<file path="src/rtl/alu_arb_pkg.sv">
// Shared types and constants for the ALU request arbiter.
package alu_arb_pkg;

    typedef enum logic [1:0] {
        IDLE = 2'd0,
        EXEC = 2'd1,
        RESP = 2'd2
    } state_t;

    localparam int OPC_W = 4;
    localparam int DAT_W = 32;
    localparam int SRB_W = 5;
    localparam int SRC_W = 3;

    localparam logic [OPC_W-1:0] OP_MUL = 4'b0010;

    typedef struct packed {
        logic [OPC_W-1:0] opc;
        logic [DAT_W-1:0] in1;
        logic [DAT_W-1:0] in2;
        logic [SRB_W-1:0] srb;
        logic [SRC_W-1:0] src;
    } alu_op_t;

endpackage

</file>
<file path="src/rtl/alu_req_arbiter_arb_pick.sv">
// One-hot grant selection among valid requesters.
// ALU_ARB_RR_EN selects round-robin from ptr_i+1; otherwise lowest index wins.
module arb_pick #(
    parameter int NREQ  = 2,
    parameter int PTR_W = $clog2(NREQ)
) (
    input  logic [NREQ-1:0]  valid_i,
`ifdef ALU_ARB_RR_EN
    input  logic [PTR_W-1:0] ptr_i,
`endif
    output logic [NREQ-1:0]  grant_o
);

`ifdef ALU_ARB_RR_EN
    logic [PTR_W-1:0] idx;
    logic             found;

    // Search order starts just after the last winner and wraps.
    always_comb begin
        grant_o = '0;
        found   = 1'b0;
        idx     = '0;
        for (int k = 1; k <= NREQ; k++) begin
            idx = PTR_W'((int'(ptr_i) + k) % NREQ);
            if (!found && valid_i[idx]) begin
                grant_o[idx] = 1'b1;
                found        = 1'b1;
            end
        end
    end
`else
    logic found;

    always_comb begin
        grant_o = '0;
        found   = 1'b0;
        for (int i = 0; i < NREQ; i++) begin
            if (!found && valid_i[i]) begin
                grant_o[i] = 1'b1;
                found      = 1'b1;
            end
        end
    end
`endif

endmodule

</file>
<file path="src/rtl/alu_req_arbiter.sv">
// Shares one combinational ALU among NREQ valid/ready requesters: arbitrate, hold
// operands ALU_LAT cycles, return the captured result. ALU_ARB_RR_EN enables round-robin.
module alu_req_arbiter
    import alu_arb_pkg::*;
#(
    parameter int NREQ    = 2,
    parameter int ALU_LAT = 1
) (
    input  logic                  clk,
    input  logic                  rst_n,
    input  logic [NREQ-1:0]       req_valid,
    output logic [NREQ-1:0]       req_ready,
    input  logic [OPC_W*NREQ-1:0] req_opcode,
    input  logic [DAT_W*NREQ-1:0] req_in1,
    input  logic [DAT_W*NREQ-1:0] req_in2,
    input  logic [SRB_W*NREQ-1:0] req_sr_bit,
    input  logic [SRC_W*NREQ-1:0] req_sr_cont,
    output logic [NREQ-1:0]       rsp_valid,
    input  logic [NREQ-1:0]       rsp_ready,
    output logic [DAT_W-1:0]      rsp_data,
    output logic [OPC_W-1:0]      alu_opcode,
    output logic [DAT_W-1:0]      alu_in1,
    output logic [DAT_W-1:0]      alu_in2,
    output logic [SRB_W-1:0]      alu_sr_bit,
    output logic [SRC_W-1:0]      alu_sr_cont,
    input  logic [DAT_W-1:0]      alu_out,
    output logic                  busy
);

    localparam int PTR_W = $clog2(NREQ);
    localparam int CNT_W = 4;

    state_t           state_q;
    logic [PTR_W-1:0] g_q, g_d;
    logic [CNT_W-1:0] cnt_q;
    alu_op_t          op_q, op_d;
    logic [DAT_W-1:0] rsp_data_q;
    logic [NREQ-1:0]  rsp_valid_q;
    logic             busy_q;
    logic [NREQ-1:0]  grant;

`ifdef ALU_ARB_RR_EN
    logic [PTR_W-1:0] ptr_q;
`endif

    arb_pick #(.NREQ(NREQ), .PTR_W(PTR_W)) u_pick (
        .valid_i (req_valid),
`ifdef ALU_ARB_RR_EN
        .ptr_i   (ptr_q),
`endif
        .grant_o (grant)
    );

    // Gated by rst_n so no requester sees an accept while reset is asserted.
    assign req_ready = (state_q == IDLE && rst_n) ? grant : '0;

    always_comb begin
        g_d = '0;
        for (int i = 0; i < NREQ; i++)
            if (grant[i]) g_d = PTR_W'(i);
    end

    always_comb begin
        op_d.opc = req_opcode [int'(g_d)*OPC_W +: OPC_W];
        op_d.in1 = req_in1    [int'(g_d)*DAT_W +: DAT_W];
        op_d.in2 = req_in2    [int'(g_d)*DAT_W +: DAT_W];
        op_d.srb = req_sr_bit [int'(g_d)*SRB_W +: SRB_W];
        op_d.src = req_sr_cont[int'(g_d)*SRC_W +: SRC_W];
    end

    always_ff @(posedge clk) begin
        if (!rst_n) begin
            state_q     <= IDLE;
            g_q         <= '0;
            cnt_q       <= '0;
            op_q        <= '0;
            rsp_data_q  <= '0;
            rsp_valid_q <= '0;
            busy_q      <= 1'b0;
`ifdef ALU_ARB_RR_EN
            ptr_q       <= PTR_W'(NREQ-1);
`endif
        end else begin
            case (state_q)
                IDLE: begin
                    if (|(req_valid & req_ready)) begin
                        op_q    <= op_d;
                        g_q     <= g_d;
                        cnt_q   <= CNT_W'(ALU_LAT-1);
                        busy_q  <= 1'b1;
                        state_q <= EXEC;
`ifdef ALU_ARB_RR_EN
                        ptr_q   <= g_d;
`endif
                    end
                end
                EXEC: begin
                    if (cnt_q == '0) begin
                        rsp_data_q  <= alu_out;
                        rsp_valid_q <= NREQ'(1) << g_q;
                        state_q     <= RESP;
                    end else begin
                        cnt_q <= cnt_q - 1'b1;
                    end
                end
                RESP: begin
                    if (rsp_ready[g_q]) begin
                        rsp_valid_q <= '0;
                        busy_q      <= 1'b0;
                        state_q     <= IDLE;
                    end
                end
                default: state_q <= IDLE;
            endcase
        end
    end

    assign rsp_valid   = rsp_valid_q;
    assign rsp_data    = rsp_data_q;
    assign alu_opcode  = op_q.opc;
    assign alu_in1     = op_q.in1;
    assign alu_in2     = op_q.in2;
    assign alu_sr_bit  = op_q.srb;
    assign alu_sr_cont = op_q.src;
    assign busy        = busy_q;

endmodule

</file>
<file path="config.mk">
export PLATFORM = sky130hd
export DESIGN_NAME = alu_req_arbiter
export DESIGN_NICKNAME = d
export VERILOG_FILES = /design/src/rtl/alu_arb_pkg.sv /design/src/rtl/alu_req_arbiter_arb_pick.sv /design/src/rtl/alu_req_arbiter.sv
export SDC_FILE = /design/constraint.sdc
export NUM_CORES = 1
export LEC_CHECK = 0
export CORE_ASPECT_RATIO = 1.2
export CORE_UTILIZATION = 39
export CTS_CLUSTER_SIZE = 24
export DETAILED_ROUTE_END_ITERATION = 10
export PLACE_DENSITY = 0.91
export SLEW_MARGIN = 20
export SYNTH_ARGS = -nofsm -noshare
export SYNTH_HDL_FRONTEND = slang
export SYNTH_HIERARCHICAL = 1
export SYNTH_SLANG_ARGS = --single-unit
</file>
<file path="constraint.sdc">
create_clock -name clk -period 2.33 [get_ports clk]
set_clock_uncertainty 0.1 [all_clocks]
set_input_delay 0.233 -clock clk [delete_from_list [all_inputs] [get_ports clk]]
set_output_delay 0.233 -clock clk [all_outputs]
set_load 0.005 [all_outputs]
</file>
==> results.md, run 1 <==
Critical path:
- The worst setup path is captured at an output pin.
- For the worst setup path, the data arrival time is 1.88 ns.
- The reg-to-reg setup timing slack is 0.37 ns.
- The length in cells of the worst reg-to-reg path is 6.
- The endpoint of the most critical register-to-register path is rsp_data[29].
- STA puts the critical path data required time at 2.00 ns.
- The startpoint of the lowest-slack register-to-register path is cnt_q[0].
- Of all nets on the critical path, the largest fanout is 10.
- The type of origin of the critical path is a flip-flop.
- The worst setup path startpoint is state_q[0].
- The critical path in this run is classified as flip-flop to output pin.

CTS:
- In this run the deepest clock path goes through 2 buffers.
- At the later pin of the worst-skew pair, clock insertion delay measures 0.40 ns.
- The post-CTS setup buffer count is 0.
- The tree is rooted in a sky130_fd_sc_hd__clkbuf_16.
- The clock tree synthesis step divided the H-tree into 4 levels.
- TritonCTS built the clock tree.
- The sink count of the clock tree is 118.
- Clock tree synthesis inserted a total of 17 buffers.
- After clock tree synthesis, the clock-pin slew on the worst setup and hold paths is 0.06 ns.

STA:
- The number of max-slew violations in the final report is 0.
- The period utilization is 0.9482.
- The minimum clock period after layout is 2.209 ns.
- Setup repair after global routing left no endpoint under its margin.
- The worst pin sits at a relative slew slack of 0.6296.
- For the pin with the worst max-slew slack, the measured transition is 0.5525 ns.
- Setup violations remaining at the end of the flow were counted as 0.
- The final-report hold violation count came to 0.
- Adding up every negative setup slack in the final design gives 0 ns.
- The achievable clock frequency is 452.7 MHz.

Logic synthesis:
- The area fraction in compound gates after synthesis is 0.2833.
- Of the total synthesized cell area, the portion taken by full adders, half adders and majority gates is 0.002341.
- Of the total synthesized cell area, the portion taken by XOR and XNOR cells is 0.003278.
- The number of flip-flops and latches in the synthesized netlist is 118.
- Summing every instance area after synthesis gives 5344 um^2.
- The sequential cell area fraction in the yosys report is 0.4421.
- Yosys mapped the design onto 36 distinct sky130hd cell types.
- Averaged over all synthesized cells, the footprint is 9.543 um^2.
- Counting every instance in the synthesized netlist gives 560.
- The Yosys step of the flow raised 6 warnings.
- The post-synthesis mux area share is 0.1498.
- The area share of and/or/nand/nor cells after synthesis is 0.06017.
- The synthesized net count is 751.
- The dominant combinational cell family by area after synthesis is compound AO/OA/AOI/OAI gates.

Global route:
- Entering global routing, the biggest net connects 68 pins.
- The via count of the first global-routing pass is 5306.
- The global-route wire length before repair is 26.71 mm.
- In the global route stage, overall resource usage came out at 0.2462.
- The initial antenna violation count came to 0.
- The overall overflow remaining after global route is 0.

Floorplanning:
- From left edge to right edge, the die measures 108.9 um.
- The total die area is 14180 um^2.
- The effective utilization at floorplan is 0.4019.
- The chip height is 130.2 um.
- 303 I/O pins were placed.
- The floorplan has 46 rows.
- The total area inside the core boundary comes to 13300 um^2.

Power:
- VDD sags by at most 0.0003856 V.
- The internal power summed over all cells is 4542 uW.
- The combinational power share is 0.225.
- Of the total power, the share spent switching nets is 0.2664.
- The net switching power is 1650 uW.
- The leakage power is 0.003159 uW.
- Overall power consumption after layout is estimated at 6192 uW.
- The clock network power share is 0.410.
- The share of total power dissipated in sequential elements is 0.365.
- In this run the power density over the cells is 676.8 nW/um^2.

Worst hold path:
- The worst hold path passes through 3 cells.
- The worst min-delay path endpoint is rsp_data[17].
- The worst hold path startpoint is alu_out[17].
- The min-delay analysis places its worst path in the category input pin to flip-flop.

Cells and area:
- From synthesis to final layout, the design area changed by 71.20%.
- The number of diodes added for antenna fixing is 0.
- After the flow finishes, the layout carries non-filler instances totaling 1020.
- For this run, the post-layout net count is 1030.
- The fraction of layout instances using a drive strength above 1 is 0.1080.

Routing:
- The routed length on met2 is 9.212 mm.
- The first TritonRoute pass finished after 4 iterations.
- After detailed routing, the number of vias per cell comes to 5.347.
- The routed metal-1 wirelength is 6.557 mm.
- After the first detailed-routing iteration, the DRC count stood at 321.
- The count of nets left with antenna violations once routing finished came out at 0.
- The routed wirelength normalized by instance count is 17.25 um.
- The total met3 wirelength after detailed routing is 1.267 mm.
- Wires add up to 17.60 mm.
- For this block, the via count after detailed routing is 5454.
- In this run the top signal layer used is met4.
- The residual DRC count is 0.

Place:
- The weighted congestion at the end of routability-driven global placement is 0.7886.
- Counting tap cells, the placed design contains a total of 988 instances.
- The wire-length estimate of the detail-placed layout is 12.86 mm.
- The count of buffers inserted at the top-level ports is 302.

Outcome:
- The run finished with clean final reports.

Job:
- The max-capacitance violation count is 0.
layout make-up:
type,count,area (um^2)
Fill cell,1001,4146
Timing Repair Buffer,326,3278
Multi-Input combinational cell,372,2696
Sequential cell,118,2362
Clock buffer,20,466.7
Tap cell,168,210.2
Clock inverter,12,117.6
Inverter,4,17.52
cell families (layout without fill, tap and decap cells):
logic type      count (synthesis)  in the layout
compound gates                230            230
flops                         118            118
buf+inv                        70            362
mux                            80             80
fa+ha+maj                       1              1
simple gates                   59             59
xor+xnor                        2              2
routing by layer:
metal	up-vias	GRT usage
met5	-	0
met4	0	0.1224
met3	41	0.07443
met2	220	0.4404
met1	2546	0.2608
li1	2647	-
how the worst max path moves through the flow:
| stage | depth (start not counted) | slack [ns] | end |
|---|---|---|---|
| 2_1_floorplan | 9 | 0.65 | alu_in2[10] |
| 3_3_place_gp | 6 | 0.24 | alu_in2[10] |
| 3_5_place_dp | 5 | 0.15 | alu_in1[22] |
| 4_1_cts | 3 | 0.04 | req_ready[1] |
| 5_1_grt | 3 | 0.007 | req_ready[1] |
| 6_report | 3 | 0.12 | req_ready[1] |
cells in the final DEF (no fill, tap or decap), types with 2 or more instances in the layout:
cell,synthesis,layout
sky130_fd_sc_hd__clkdlybuf4s50_1,0,302
sky130_fd_sc_hd__dfxtp_1,118,118
sky130_fd_sc_hd__a21oi_1,112,112
sky130_fd_sc_hd__mux2i_1,80,80
sky130_fd_sc_hd__a211oi_1,47,47
sky130_fd_sc_hd__nand3_1,36,36
sky130_fd_sc_hd__o21ai_0,34,34
sky130_fd_sc_hd__a211oi_2,29,29
sky130_fd_sc_hd__buf_4,1,18
sky130_fd_sc_hd__clkbuf_16,0,17
sky130_fd_sc_hd__buf_12,0,6
sky130_fd_sc_hd__nand2_1,4,4
sky130_fd_sc_hd__nor2_1,4,4
sky130_fd_sc_hd__inv_6,0,4
sky130_fd_sc_hd__clkinvlp_4,0,4
sky130_fd_sc_hd__clkbuf_8,0,3
sky130_fd_sc_hd__inv_1,3,2
sky130_fd_sc_hd__and2_1,3,2
sky130_fd_sc_hd__or3_1,2,2
sky130_fd_sc_hd__nor2b_1,2,2
sky130_fd_sc_hd__o32ai_1,2,2
sky130_fd_sc_hd__clkinv_4,0,2
synthesized netlist by cell type:
cell type / number / area share
sky130_fd_sc_hd__dfxtp_1: 118 / 0.44
sky130_fd_sc_hd__a21oi_1: 112 / 0.10
sky130_fd_sc_hd__mux2i_1: 80 / 0.15
sky130_fd_sc_hd__a211oi_1: 47 / 0.066
sky130_fd_sc_hd__clkbuf_1: 44 / 0.031
sky130_fd_sc_hd__nand3_1: 36 / 0.034
sky130_fd_sc_hd__o21ai_0: 34 / 0.032
sky130_fd_sc_hd__a211oi_2: 29 / 0.068
sky130_fd_sc_hd__buf_2: 15 / 0.014
sky130_fd_sc_hd__buf_6: 4 / 0.0084
sky130_fd_sc_hd__nand2_1: 4 / 0.0028
sky130_fd_sc_hd__nor2_1: 4 / 0.0028
sky130_fd_sc_hd__and2_1: 3 / 0.0035
sky130_fd_sc_hd__inv_1: 3 / 0.0021
sky130_fd_sc_hd__buf_1: 2 / 0.0014
sky130_fd_sc_hd__nor2b_1: 2 / 0.0023
sky130_fd_sc_hd__nor3b_1: 2 / 0.0028
sky130_fd_sc_hd__o32ai_1: 2 / 0.0033
sky130_fd_sc_hd__or3_1: 2 / 0.0023
sky130_fd_sc_hd__a21bo_2: 1 / 0.0019
sky130_fd_sc_hd__a22o_1: 1 / 0.0016
sky130_fd_sc_hd__a22oi_1: 1 / 0.0014
sky130_fd_sc_hd__and3_1: 1 / 0.0012
sky130_fd_sc_hd__buf_4: 1 / 0.0014
sky130_fd_sc_hd__clkinv_1: 1 / 0.00070
sky130_fd_sc_hd__ha_1: 1 / 0.0023
sky130_fd_sc_hd__nand2b_1: 1 / 0.0012
sky130_fd_sc_hd__nand4bb_1: 1 / 0.0021
sky130_fd_sc_hd__nor2b_4: 1 / 0.0026
sky130_fd_sc_hd__nor3_1: 1 / 0.00094
sky130_fd_sc_hd__nor4bb_1: 1 / 0.0019
sky130_fd_sc_hd__o21a_1: 1 / 0.0014
sky130_fd_sc_hd__o2bb2ai_1: 1 / 0.0016
sky130_fd_sc_hd__o31ai_1: 1 / 0.0014
sky130_fd_sc_hd__xnor2_1: 1 / 0.0016
sky130_fd_sc_hd__xor2_1: 1 / 0.0016
metrics by stage:
stage	cell area, um^2	util	hold WS (ns)	setup slack, ns
after floorplan	5344	-	0.2807	0.6459
after global placement	8558	0.6437	0.3591	0.2353
after detailed placement	8558	0.6437	0.3656	0.1497
after CTS	9143	0.6877	0.2881	0.03903
after global routing	9149	0.6881	0.3037	0.007495
final	9149	0.6881	0.3010	0.1208
sequential cells by signal (all words and copies together) (netlist names), 2 cells and up:
| signal | cells |
|---|---|
| alu_in1 | 32 |
| alu_in2 | 32 |
| rsp_data | 32 |
| alu_sr_bit | 5 |
| alu_opcode | 4 |
| cnt_q | 4 |
| alu_sr_cont | 3 |
| rsp_valid | 2 |
| state_q | 2 |
worst max-delay path, stage by stage, from the launching register on:
cell,delay (ns)
sky130_fd_sc_hd__dfxtp_1,0.42
sky130_fd_sc_hd__nor3b_4,0.33
sky130_fd_sc_hd__and2_1,0.17
sky130_fd_sc_hd__clkdlybuf4s50_1,0.55
what timing repair did:
action,in CTS,in global routing
hold buffers,0,0
gates resized for setup,0,1
endpoints found under the hold margin,0,0
setup endpoints to repair,0,2
power groups by stage:
stage                     Combinational [uW]  Sequential [uW]  Clock (uW)
after floorplan                          586             2300           0
after global placement                  1370             2300           0
after detailed placement                1390             2300           0
after CTS                               1400             2260        2580
after global routing                    1510             2280        2660
final                                   1390             2260        2540
Power figures use the tool's default switching activity.
==> run 2: changes to the inputs <==
SLEW_MARGIN = 0   (was 20)
==> results of run 2 <==
No change in the layout: final DEF, timing and power equal those of run 1.
